<file path="config.mk">
export PLATFORM = sky130hd
export DESIGN_NAME = ex_mem_ccr_register_flat
export DESIGN_NICKNAME = d
export VERILOG_FILES = /design/src/rtl/ex_mem_ccr_register_if.sv /design/src/rtl/ex_mem_ccr_register.sv /design/src/flat_wrapper.sv
export SDC_FILE = /design/constraint.sdc
export NUM_CORES = 1
export LEC_CHECK = 0
export ABC_CLOCK_PERIOD_IN_PS = 1800
export BUFFER_PORTS_ARGS = -buffer_cell sky130_fd_sc_hd__buf_2
export CAP_MARGIN = 15
export CORE_ASPECT_RATIO = 1.5
export CORE_UTILIZATION = 35
export CTS_BUF_LIST = sky130_fd_sc_hd__clkbuf_4 sky130_fd_sc_hd__clkbuf_8 sky130_fd_sc_hd__clkbuf_16
export DETAILED_ROUTE_END_ITERATION = 7
export MAX_ROUTING_LAYER = met4
export PLACE_DENSITY = 0.67
export RECOVER_POWER = 100
export SYNTH_ARGS = -nofsm -noshare
export SYNTH_HDL_FRONTEND = slang
export SYNTH_SLANG_ARGS = --single-unit
export TNS_END_PERCENT = 50
</file>
<file path="constraint.sdc">
create_clock -name i_clk -period 1.8 [get_ports i_clk]
set_input_delay 0.09 -clock i_clk [delete_from_list [all_inputs] [get_ports i_clk]]
set_output_delay 0.09 -clock i_clk [all_outputs]
set_load 0.05 [all_outputs]
</file>
<file path="src/rtl/ex_mem_ccr_register_if.sv">
// ex_mem_ccr_register_if: execute-to-memory handshake, CCR and jump-predicate signals.
interface ex_mem_ccr_register_if #(
    parameter int DATA_W = 16,
    parameter int REG_AW = 3,
    parameter int FLAG_W = 4
);
    logic              ex_valid;
    logic              ex_ready;
    logic [DATA_W-1:0] alu_result;
    logic [FLAG_W-1:0] new_status;
    logic [FLAG_W-1:0] flag_mask;
    logic [DATA_W-1:0] store_data;
    logic [REG_AW-1:0] dst_addr;
    logic              reg_write;
    logic              mem_read;
    logic              mem_write;
    logic              flush;
    logic              int_save;
    logic              rti_restore;
    logic [1:0]        jmp_cond;
    logic              jmp_taken;
    logic              mem_valid;
    logic              mem_ready;
    logic [DATA_W-1:0] mem_alu_result;
    logic [DATA_W-1:0] mem_store_data;
    logic [REG_AW-1:0] mem_dst_addr;
    logic              mem_reg_write;
    logic              mem_mem_read;
    logic              mem_mem_write;
    logic [FLAG_W-1:0] ccr;

    modport slave (
        input  ex_valid, alu_result, new_status, flag_mask, store_data, dst_addr,
               reg_write, mem_read, mem_write, flush, int_save, rti_restore,
               jmp_cond, mem_ready,
        output ex_ready, jmp_taken, mem_valid, mem_alu_result, mem_store_data,
               mem_dst_addr, mem_reg_write, mem_mem_read, mem_mem_write, ccr
    );

    modport master (
        output ex_valid, alu_result, new_status, flag_mask, store_data, dst_addr,
               reg_write, mem_read, mem_write, flush, int_save, rti_restore,
               jmp_cond, mem_ready,
        input  ex_ready, jmp_taken, mem_valid, mem_alu_result, mem_store_data,
               mem_dst_addr, mem_reg_write, mem_mem_read, mem_mem_write, ccr
    );
endinterface

</file>
<file path="src/rtl/ex_mem_ccr_register.sv">
// ex_mem_ccr_register: EX/MEM pipeline register with condition-code register, interrupt shadow and jump predicate.
// Define FLAG_FORWARD_EN to let the jump predicate see flags from a same-cycle accept.
module ex_mem_ccr_register #(
    parameter int DATA_W = 16,
    parameter int REG_AW = 3,
    parameter int FLAG_W = 4
) (
    input logic                  i_clk,
    input logic                  i_rst_n,
    ex_mem_ccr_register_if.slave bus
);
    localparam logic [FLAG_W-1:0] FLAG_LIVE = FLAG_W'(3'b111);

    logic              r_mem_valid;
    logic [DATA_W-1:0] r_alu_result;
    logic [DATA_W-1:0] r_store_data;
    logic [REG_AW-1:0] r_dst_addr;
    logic              r_reg_write;
    logic              r_mem_read;
    logic              r_mem_write;
    logic [FLAG_W-1:0] r_ccr;
    logic [FLAG_W-1:0] r_shadow;

    logic              w_ex_ready;
    logic              w_accept;
    logic [FLAG_W-1:0] w_merged;
    logic [FLAG_W-1:0] w_flags;
    logic              w_jmp_taken;
    logic [FLAG_W-1:0] w_clear;
    logic [FLAG_W-1:0] w_ccr_next;

    assign w_ex_ready = !r_mem_valid || bus.mem_ready;
    assign w_accept   = bus.ex_valid && w_ex_ready && !bus.flush;
    assign w_merged   = ((bus.flag_mask & bus.new_status) | (~bus.flag_mask & r_ccr)) & FLAG_LIVE;
`ifdef FLAG_FORWARD_EN
    assign w_flags    = w_accept ? w_merged : r_ccr;
`else
    assign w_flags    = r_ccr;
`endif
    assign w_jmp_taken = (bus.jmp_cond == 2'b11) || w_flags[bus.jmp_cond];
    // A taken conditional jump consumes its flag; restore still wins over the clear.
    assign w_clear    = (w_jmp_taken && bus.jmp_cond != 2'b11) ? FLAG_W'(1) << bus.jmp_cond : '0;
    assign w_ccr_next = bus.rti_restore ? r_shadow : (w_accept ? w_merged : r_ccr) & ~w_clear;

    always_ff @(posedge i_clk or negedge i_rst_n) begin
        if (!i_rst_n) begin
            r_mem_valid  <= 1'b0;
            r_alu_result <= '0;
            r_store_data <= '0;
            r_dst_addr   <= '0;
            r_reg_write  <= 1'b0;
            r_mem_read   <= 1'b0;
            r_mem_write  <= 1'b0;
            r_ccr        <= '0;
            r_shadow     <= '0;
        end else begin
            r_mem_valid <= bus.flush ? 1'b0 : w_accept ? 1'b1 : bus.mem_ready ? 1'b0 : r_mem_valid;
            if (w_accept) begin
                r_alu_result <= bus.alu_result;
                r_store_data <= bus.store_data;
                r_dst_addr   <= bus.dst_addr;
                r_reg_write  <= bus.reg_write;
                r_mem_read   <= bus.mem_read;
                r_mem_write  <= bus.mem_write;
            end
            r_ccr <= w_ccr_next;
            if (bus.int_save) r_shadow <= r_ccr;
        end
    end

    assign bus.ex_ready       = w_ex_ready;
    assign bus.jmp_taken      = w_jmp_taken;
    assign bus.mem_valid      = r_mem_valid;
    assign bus.mem_alu_result = r_alu_result;
    assign bus.mem_store_data = r_store_data;
    assign bus.mem_dst_addr   = r_dst_addr;
    assign bus.mem_reg_write  = r_mem_valid && r_reg_write;
    assign bus.mem_mem_read   = r_mem_valid && r_mem_read;
    assign bus.mem_mem_write  = r_mem_valid && r_mem_write;
    assign bus.ccr            = r_ccr;
endmodule

</file>
<file path="src/flat_wrapper.sv">
// flat-port wrapper written by rule: the top's interface ports become plain ports
module ex_mem_ccr_register_flat 
#(
    parameter int DATA_W = 16,
    parameter int REG_AW = 3,
    parameter int FLAG_W = 4
)
  (i_clk, i_rst_n, bus_ex_valid, bus_alu_result, bus_new_status, bus_flag_mask, bus_store_data, bus_dst_addr, bus_reg_write, bus_mem_read, bus_mem_write, bus_flush, bus_int_save, bus_rti_restore, bus_jmp_cond, bus_mem_ready, bus_ex_ready, bus_jmp_taken, bus_mem_valid, bus_mem_alu_result, bus_mem_store_data, bus_mem_dst_addr, bus_mem_reg_write, bus_mem_mem_read, bus_mem_mem_write, bus_ccr);
  ex_mem_ccr_register_if #(.DATA_W(DATA_W), .REG_AW(REG_AW), .FLAG_W(FLAG_W)) bus_i ();
  input logic i_clk;
  input logic i_rst_n;
  input wire logic [$bits(bus_i.ex_valid)-1:0] bus_ex_valid;
  input wire logic [$bits(bus_i.alu_result)-1:0] bus_alu_result;
  input wire logic [$bits(bus_i.new_status)-1:0] bus_new_status;
  input wire logic [$bits(bus_i.flag_mask)-1:0] bus_flag_mask;
  input wire logic [$bits(bus_i.store_data)-1:0] bus_store_data;
  input wire logic [$bits(bus_i.dst_addr)-1:0] bus_dst_addr;
  input wire logic [$bits(bus_i.reg_write)-1:0] bus_reg_write;
  input wire logic [$bits(bus_i.mem_read)-1:0] bus_mem_read;
  input wire logic [$bits(bus_i.mem_write)-1:0] bus_mem_write;
  input wire logic [$bits(bus_i.flush)-1:0] bus_flush;
  input wire logic [$bits(bus_i.int_save)-1:0] bus_int_save;
  input wire logic [$bits(bus_i.rti_restore)-1:0] bus_rti_restore;
  input wire logic [$bits(bus_i.jmp_cond)-1:0] bus_jmp_cond;
  input wire logic [$bits(bus_i.mem_ready)-1:0] bus_mem_ready;
  output wire logic [$bits(bus_i.ex_ready)-1:0] bus_ex_ready;
  output wire logic [$bits(bus_i.jmp_taken)-1:0] bus_jmp_taken;
  output wire logic [$bits(bus_i.mem_valid)-1:0] bus_mem_valid;
  output wire logic [$bits(bus_i.mem_alu_result)-1:0] bus_mem_alu_result;
  output wire logic [$bits(bus_i.mem_store_data)-1:0] bus_mem_store_data;
  output wire logic [$bits(bus_i.mem_dst_addr)-1:0] bus_mem_dst_addr;
  output wire logic [$bits(bus_i.mem_reg_write)-1:0] bus_mem_reg_write;
  output wire logic [$bits(bus_i.mem_mem_read)-1:0] bus_mem_mem_read;
  output wire logic [$bits(bus_i.mem_mem_write)-1:0] bus_mem_mem_write;
  output wire logic [$bits(bus_i.ccr)-1:0] bus_ccr;
  assign bus_i.ex_valid = bus_ex_valid;
  assign bus_i.alu_result = bus_alu_result;
  assign bus_i.new_status = bus_new_status;
  assign bus_i.flag_mask = bus_flag_mask;
  assign bus_i.store_data = bus_store_data;
  assign bus_i.dst_addr = bus_dst_addr;
  assign bus_i.reg_write = bus_reg_write;
  assign bus_i.mem_read = bus_mem_read;
  assign bus_i.mem_write = bus_mem_write;
  assign bus_i.flush = bus_flush;
  assign bus_i.int_save = bus_int_save;
  assign bus_i.rti_restore = bus_rti_restore;
  assign bus_i.jmp_cond = bus_jmp_cond;
  assign bus_i.mem_ready = bus_mem_ready;
  assign bus_ex_ready = bus_i.ex_ready;
  assign bus_jmp_taken = bus_i.jmp_taken;
  assign bus_mem_valid = bus_i.mem_valid;
  assign bus_mem_alu_result = bus_i.mem_alu_result;
  assign bus_mem_store_data = bus_i.mem_store_data;
  assign bus_mem_dst_addr = bus_i.mem_dst_addr;
  assign bus_mem_reg_write = bus_i.mem_reg_write;
  assign bus_mem_mem_read = bus_i.mem_mem_read;
  assign bus_mem_mem_write = bus_i.mem_mem_write;
  assign bus_ccr = bus_i.ccr;
  ex_mem_ccr_register #(.DATA_W(DATA_W), .REG_AW(REG_AW), .FLAG_W(FLAG_W)) u_core (.i_clk(i_clk), .i_rst_n(i_rst_n), .bus(bus_i));
endmodule
</file>
## After elaboration in Yosys (flattened, before gate mapping)

Cells that the tools add are included.

- Flip-flop bits (word level): 47
- Input bits: 55
- Output and inout bits: 45
- Word-level logic and storage cells: 38

- Order comparisons: 1
- Equal/unequal tests: 2
- Shift-type cells: 1
- Muxes and demuxes: 8
- Bitwise logic cells: 6
- Reductions and logical operators: 11

Operators with widths:

| operator | count |
|---|---|
| $mux 4 | 3 |
| $and 3x3->3 | 2 |
| $logic_and 1x1->1 | 6 |
| $and 4x4->4 | 1 |
| $mux 1 | 4 |
| $not 4->4 | 1 |
| $shl 1x2->4 const A | 1 |
| $lt 2x3->1 const B | 1 |
| $not 3->3 | 1 |
| $or 3x3->3 | 1 |
| $reduce_bool 3->1 | 1 |
| $bmux 1 s2 | 1 |
| $eq 2x2->1 const B | 1 |
| $logic_not 1->1 | 2 |
| $logic_or 1x1->1 | 2 |
| $ne 2x2->1 const B | 1 |

## Depth between registers and ports, before layout

- Depth after elaboration: 8
- Depth in mapped cells: 5
- Gate-level depth less buffers: 4

## Worst setup path after synthesis

OpenSTA, ideal clock, no wires.

- Kind: register to register
- From: register u_core.r_mem_valid, in the netlist u_core.bus.mem_valid
- To: register u_core.r_ccr[0], in the netlist u_core.bus.ccr[0]
- Library setup time: 0.126 ns
- Arrival time: 1.654 ns
- Required time: 1.674 ns
- Slack: 0.020 ns
- Cell stages (with the launch flop): 5
- Path buffers: 0
- Clock period less this slack: 1.780 ns
- Path through: dfrtp_1 -> and2b_4 -> inv_1 -> and3_1 -> a221o_1

- Cells in the longest elaborated chain, start to end: 7

Ends and longest elaborated chain:

| element | line | source |
|---|---|---|
| start, declared | ex_mem_ccr_register.sv:14 | `logic r_mem_valid;` |
| start signal, assigned | ex_mem_ccr_register.sv:57 | `r_mem_valid <= bus.flush ? 1'b0 : w_accept ? 1'b1 : bus.mem_ready ? 1'b0 : r_mem_valid;` |
| $logic_not 1->1 | ex_mem_ccr_register.sv:32 | `assign w_ex_ready = !r_mem_valid \|\| bus.mem_ready;` |
| $logic_or 1x1->1 | ex_mem_ccr_register.sv:32 |  |
| net bus_ex_ready | flat_wrapper.sv:26 | `output wire logic [$bits(bus_i.ex_ready)-1:0] bus_ex_ready;` |
| $logic_and 1x1->1 (2 in series) | ex_mem_ccr_register.sv:33 | `assign w_accept = bus.ex_valid && w_ex_ready && !bus.flush;` |
| $mux 4 | ex_mem_ccr_register.sv:43 | `assign w_ccr_next = bus.rti_restore ? r_shadow : (w_accept ? w_merged : r_ccr) & ~w_clear;` |
| $and 4x4->4 | ex_mem_ccr_register.sv:43 |  |
| $mux 4 | ex_mem_ccr_register.sv:43 |  |
| net u_core.w_ccr_next[0] | ex_mem_ccr_register.sv:30 | `logic [FLAG_W-1:0] w_ccr_next;` |
| end signal, assigned | ex_mem_ccr_register.sv:66 | `r_ccr <= w_ccr_next;` |
| end, declared | ex_mem_ccr_register.sv:21 | `logic [FLAG_W-1:0] r_ccr;` |

The timed path passes the listed nets, and every way through them passes these cells.
A chain may end at the register's enable or synchronous reset.

## Final worst setup path

- From: input port bus_flush
- To: register u_core.r_alu_result[13], in the netlist u_core.bus.mem_alu_result[13]

- Cells in the longest elaborated chain, start to end: 2

Ends and longest elaborated chain:

| element | line | source |
|---|---|---|
| start, declared | flat_wrapper.sv:21 | `input wire logic [$bits(bus_i.flush)-1:0] bus_flush;` |
| $logic_not 1->1 | ex_mem_ccr_register.sv:33 |  |
| $logic_and 1x1->1 | ex_mem_ccr_register.sv:33 |  |
| end signal, assigned | ex_mem_ccr_register.sv:59 | `r_alu_result <= bus.alu_result;` |
| end, declared | ex_mem_ccr_register.sv:15 | `logic [DATA_W-1:0] r_alu_result;` |

No other way between the ends.

==> summary.md <==
| Metric | Value |
|---|---|
| Run status | `finished clean` |
| FF-to-FF End | `u_core.bus.mem_alu_result[13]` |
| Hold Vio Cnt, Final | `0` |
| Fraction of layout cells with a size suffix above 1 | `37.2%` |
| HPWL after DPL | `3070 um` |
| Synth Net Count | `188` |
| CTS tree | `built` |
| Rows | `33` |
| R2R setup slack | `300 ps` |
| Leak Pwr | `1.18 nW` |
| Initial DRC count | `40` |
| Post-synth EDFFs | `0` |
| CTS buffer count | `5` |
| Clock slew at reported path FFs | `80 ps` |
| Most common cell after layout, fill and taps aside | `buf_2` |
| Post-Syn Area | `2030 sq um` |
| IO Port Bufs | `97` |
| Router iterations before antenna repair | `4` |
| Synth cell types | `26` |
| Clock skew | `4.51 ps` |
| F_max | `0.644 GHz` |
| Core Region | `5530 sq um` |
| Worst Path Arrival | `1730 ps` |
| Setup Viol. Count Final | `0` |
| Number of global-route vias before repair | `1412` |
| Die Height | `95.3 um` |
| Routability cong. | `0.752` |
| Yosys warns | `0` |
| Gate Count Post-Synth | `133` |
| Crit Path Max Fanout | `15` |
| Wire per inst | `12.8 um` |
| Area of the multi-input gates | `716 sq um` |
| Initial antenna violation count | `0` |
| Commonest cells after routing, fill and taps aside | `buf_2 (50), dfrtp_1 (47), clkbuf_1 (45)` |
| Largest net degree at the start of global routing | `27` |
| Startpoint Class | `input port` |
| Final #Nets | `293` |
| Unrepaired setup endpoints after global routing | `false` |
| Min Clock Period, post-route | `1550 ps` |
| Post-synth top flop | `dfrtp_1` |
| Via count | `1435` |
| Final core utilization | `47.1%` |
| Hold endpoint | `u_core.bus.mem_dst_addr[2]` |
| Worst endpoint required time | `1980 ps` |
| Die width | `64.2 um` |
| Async set-reset flop share out of synthesis | `100%` |
| Clock Sink Count | `47` |
| Fill count | `579` |
| Final ANT Viol Nets | `0` |
| IO Pins | `100` |
| HP Start | `bus_dst_addr[2]` |
| Maximum VDD drop | `0.000729 V` |
| Reg2reg path depth | `4` |
| # diodes | `0` |
| Max Root-Sink Buffers | `2` |
| First-pass GRT wire length | `6310 um` |
| Total Routing Usage GR | `14.1%` |
| Tightest Hold Check Type | `input port to flop` |
| Final Slew Violations | `0` |
| Initial Utilization | `36.7%` |
| H-tree lvl count | `2` |
| Post-Syn Area per Cell | `15.3 sq um` |
| Seq/Total Area, Yosys | `57.8%` |
| Global route overflow | `0` |
| Yosys reg bits | `47` |
| DR DRC count | `0` |
| Sum Neg Setup Slack | `0 ps` |
| Relative slew slack | `17.1%` |
| Least-Margin Pin Slew | `1240 ps` |
| Period utilisation layout | `86.3%` |
| Critical Path End Type | `flop` |
| Reg2reg start | `u_core.bus.mem_valid` |
| FF+latch area | `1180 sq um` |
| Hold path depth | `2` |
| Routed Wire Length | `3960 um` |
| Area grow syn2layout | `28.2%` |
| Crit path kind | `input port to flop` |
| MaxCap Viol Count | `0` |
| Pwr/cell area | `1210 nW/um^2` |
| Via density | `4.64` |
| Root buf cell | `clkbuf_8` |
| Worst skew pair latency | `290 ps` |
| Die Area | `6120 sq um` |
==> area by class of cell <==
class                      instances  area share [%]
tap                               70            3.36
sequential                        47            45.1
clock buffer                       5            2.64
multi-input combinational         78            27.4
timing repair buffer             103            19.3
clock inverter                     3            1.68
inverter                           3           0.432
==> synth_stat cells, drive strengths merged, types with 2 or more instances <==
library cell	n	share of area [%]
nor2b	4	1.2
nand2	3	0.55
o211ai	2	0.74
o311ai	2	0.86
buf	4	2.9
nor2	4	0.86
dfrtp	47	58
nand3b	4	1.5
nand2b	2	0.74
mux2	42	27
and2	3	0.92
nor3b	3	1.1
nand3	2	0.49
inv	3	0.55
o21ai	2	0.49
==> cell families after synthesis <==
| group | count (synthesis) | share of synthesized area (%) |
|---|---|---|
| DFF | 47 | 57.8 |
| muxes | 42 | 27.0 |
| and+or+nand+nor | 27 | 8.19 |
| AOI/OAI and AO/OA | 9 | 3.38 |
| buffers and inverters | 8 | 3.63 |
==> sequential cells by signal, summed over array words and instances, names as in the netlist <==
name / flops
u_core.bus.mem_alu_result: 16
u_core.bus.mem_store_data: 16
u_core.bus.ccr: 4
u_core.r_shadow: 4
u_core.bus.mem_dst_addr: 3
u_core.bus.mem_valid: 1
u_core.r_mem_read: 1
u_core.r_mem_write: 1
u_core.r_reg_write: 1
==> critical path, cell delays in order <==
cell	delay, ps
dlygate4sd3_1	530
clkbuf_1	120
nand2b_1	230
nor2_4	150
buf_4	240
mux2_2	360
==> metal layers <==
metal  global-route usage, %  share of wire, %  vias to the layer above
li1                        -                 -                      681
met3                    3.71               7.3                        5
met2                    25.1                51                       70
met5                       -                 0                        -
met1                    14.8                40                      679
met4                    5.56               1.6                        0
==> how the worst max path moves through the flow <==
stage                               from                       endpoint  slack (ps)
global route                     i_rst_n             u_core.r_shadow[2]         150
CTS                            bus_flush  u_core.bus.mem_alu_result[13]         280
finish                         bus_flush  u_core.bus.mem_alu_result[13]         250
detailed placement  u_core.bus.mem_valid  u_core.bus.mem_alu_result[13]         360
floorplan           u_core.bus.mem_valid              u_core.bus.ccr[0]          20
global placement    u_core.bus.mem_valid   u_core.bus.mem_store_data[7]         390
==> per-stage QoR <==
step           power [mW]  worst slack [ps]  std cells  hold slack (ps)  area [sq um]
2_1_floorplan        2.24              19.7        133             -206          2030
3_3_place_gp         2.53               386        299             95.6          2600
3_5_place_dp         2.55               364        299              100          2600
4_1_cts              3.32               275        309             9.32          2740
5_1_grt              3.32               149        309           -0.869          2610
6_report             3.16               246        309             12.8          2610
==> timing repair <==
| action | CTS | global route |
|---|---|---|
| setup buffers | 0 | 0 |
| endpoints found under the hold margin | 22 | 0 |
| hold buffers | 2 | 0 |
| resized for setup | 0 | 0 |
==> power by group <==
part | switching (mW) | leakage [nW] | internal (mW)
sequential | 0.103 | 0.567 | 1.24
combinational | 0.790 | 0.552 | 0.277
clock | 0.340 | 0.0581 | 0.413
total | 1.23 | 1.18 | 1.93
Note: power is estimated with default switching activity, not from simulation.
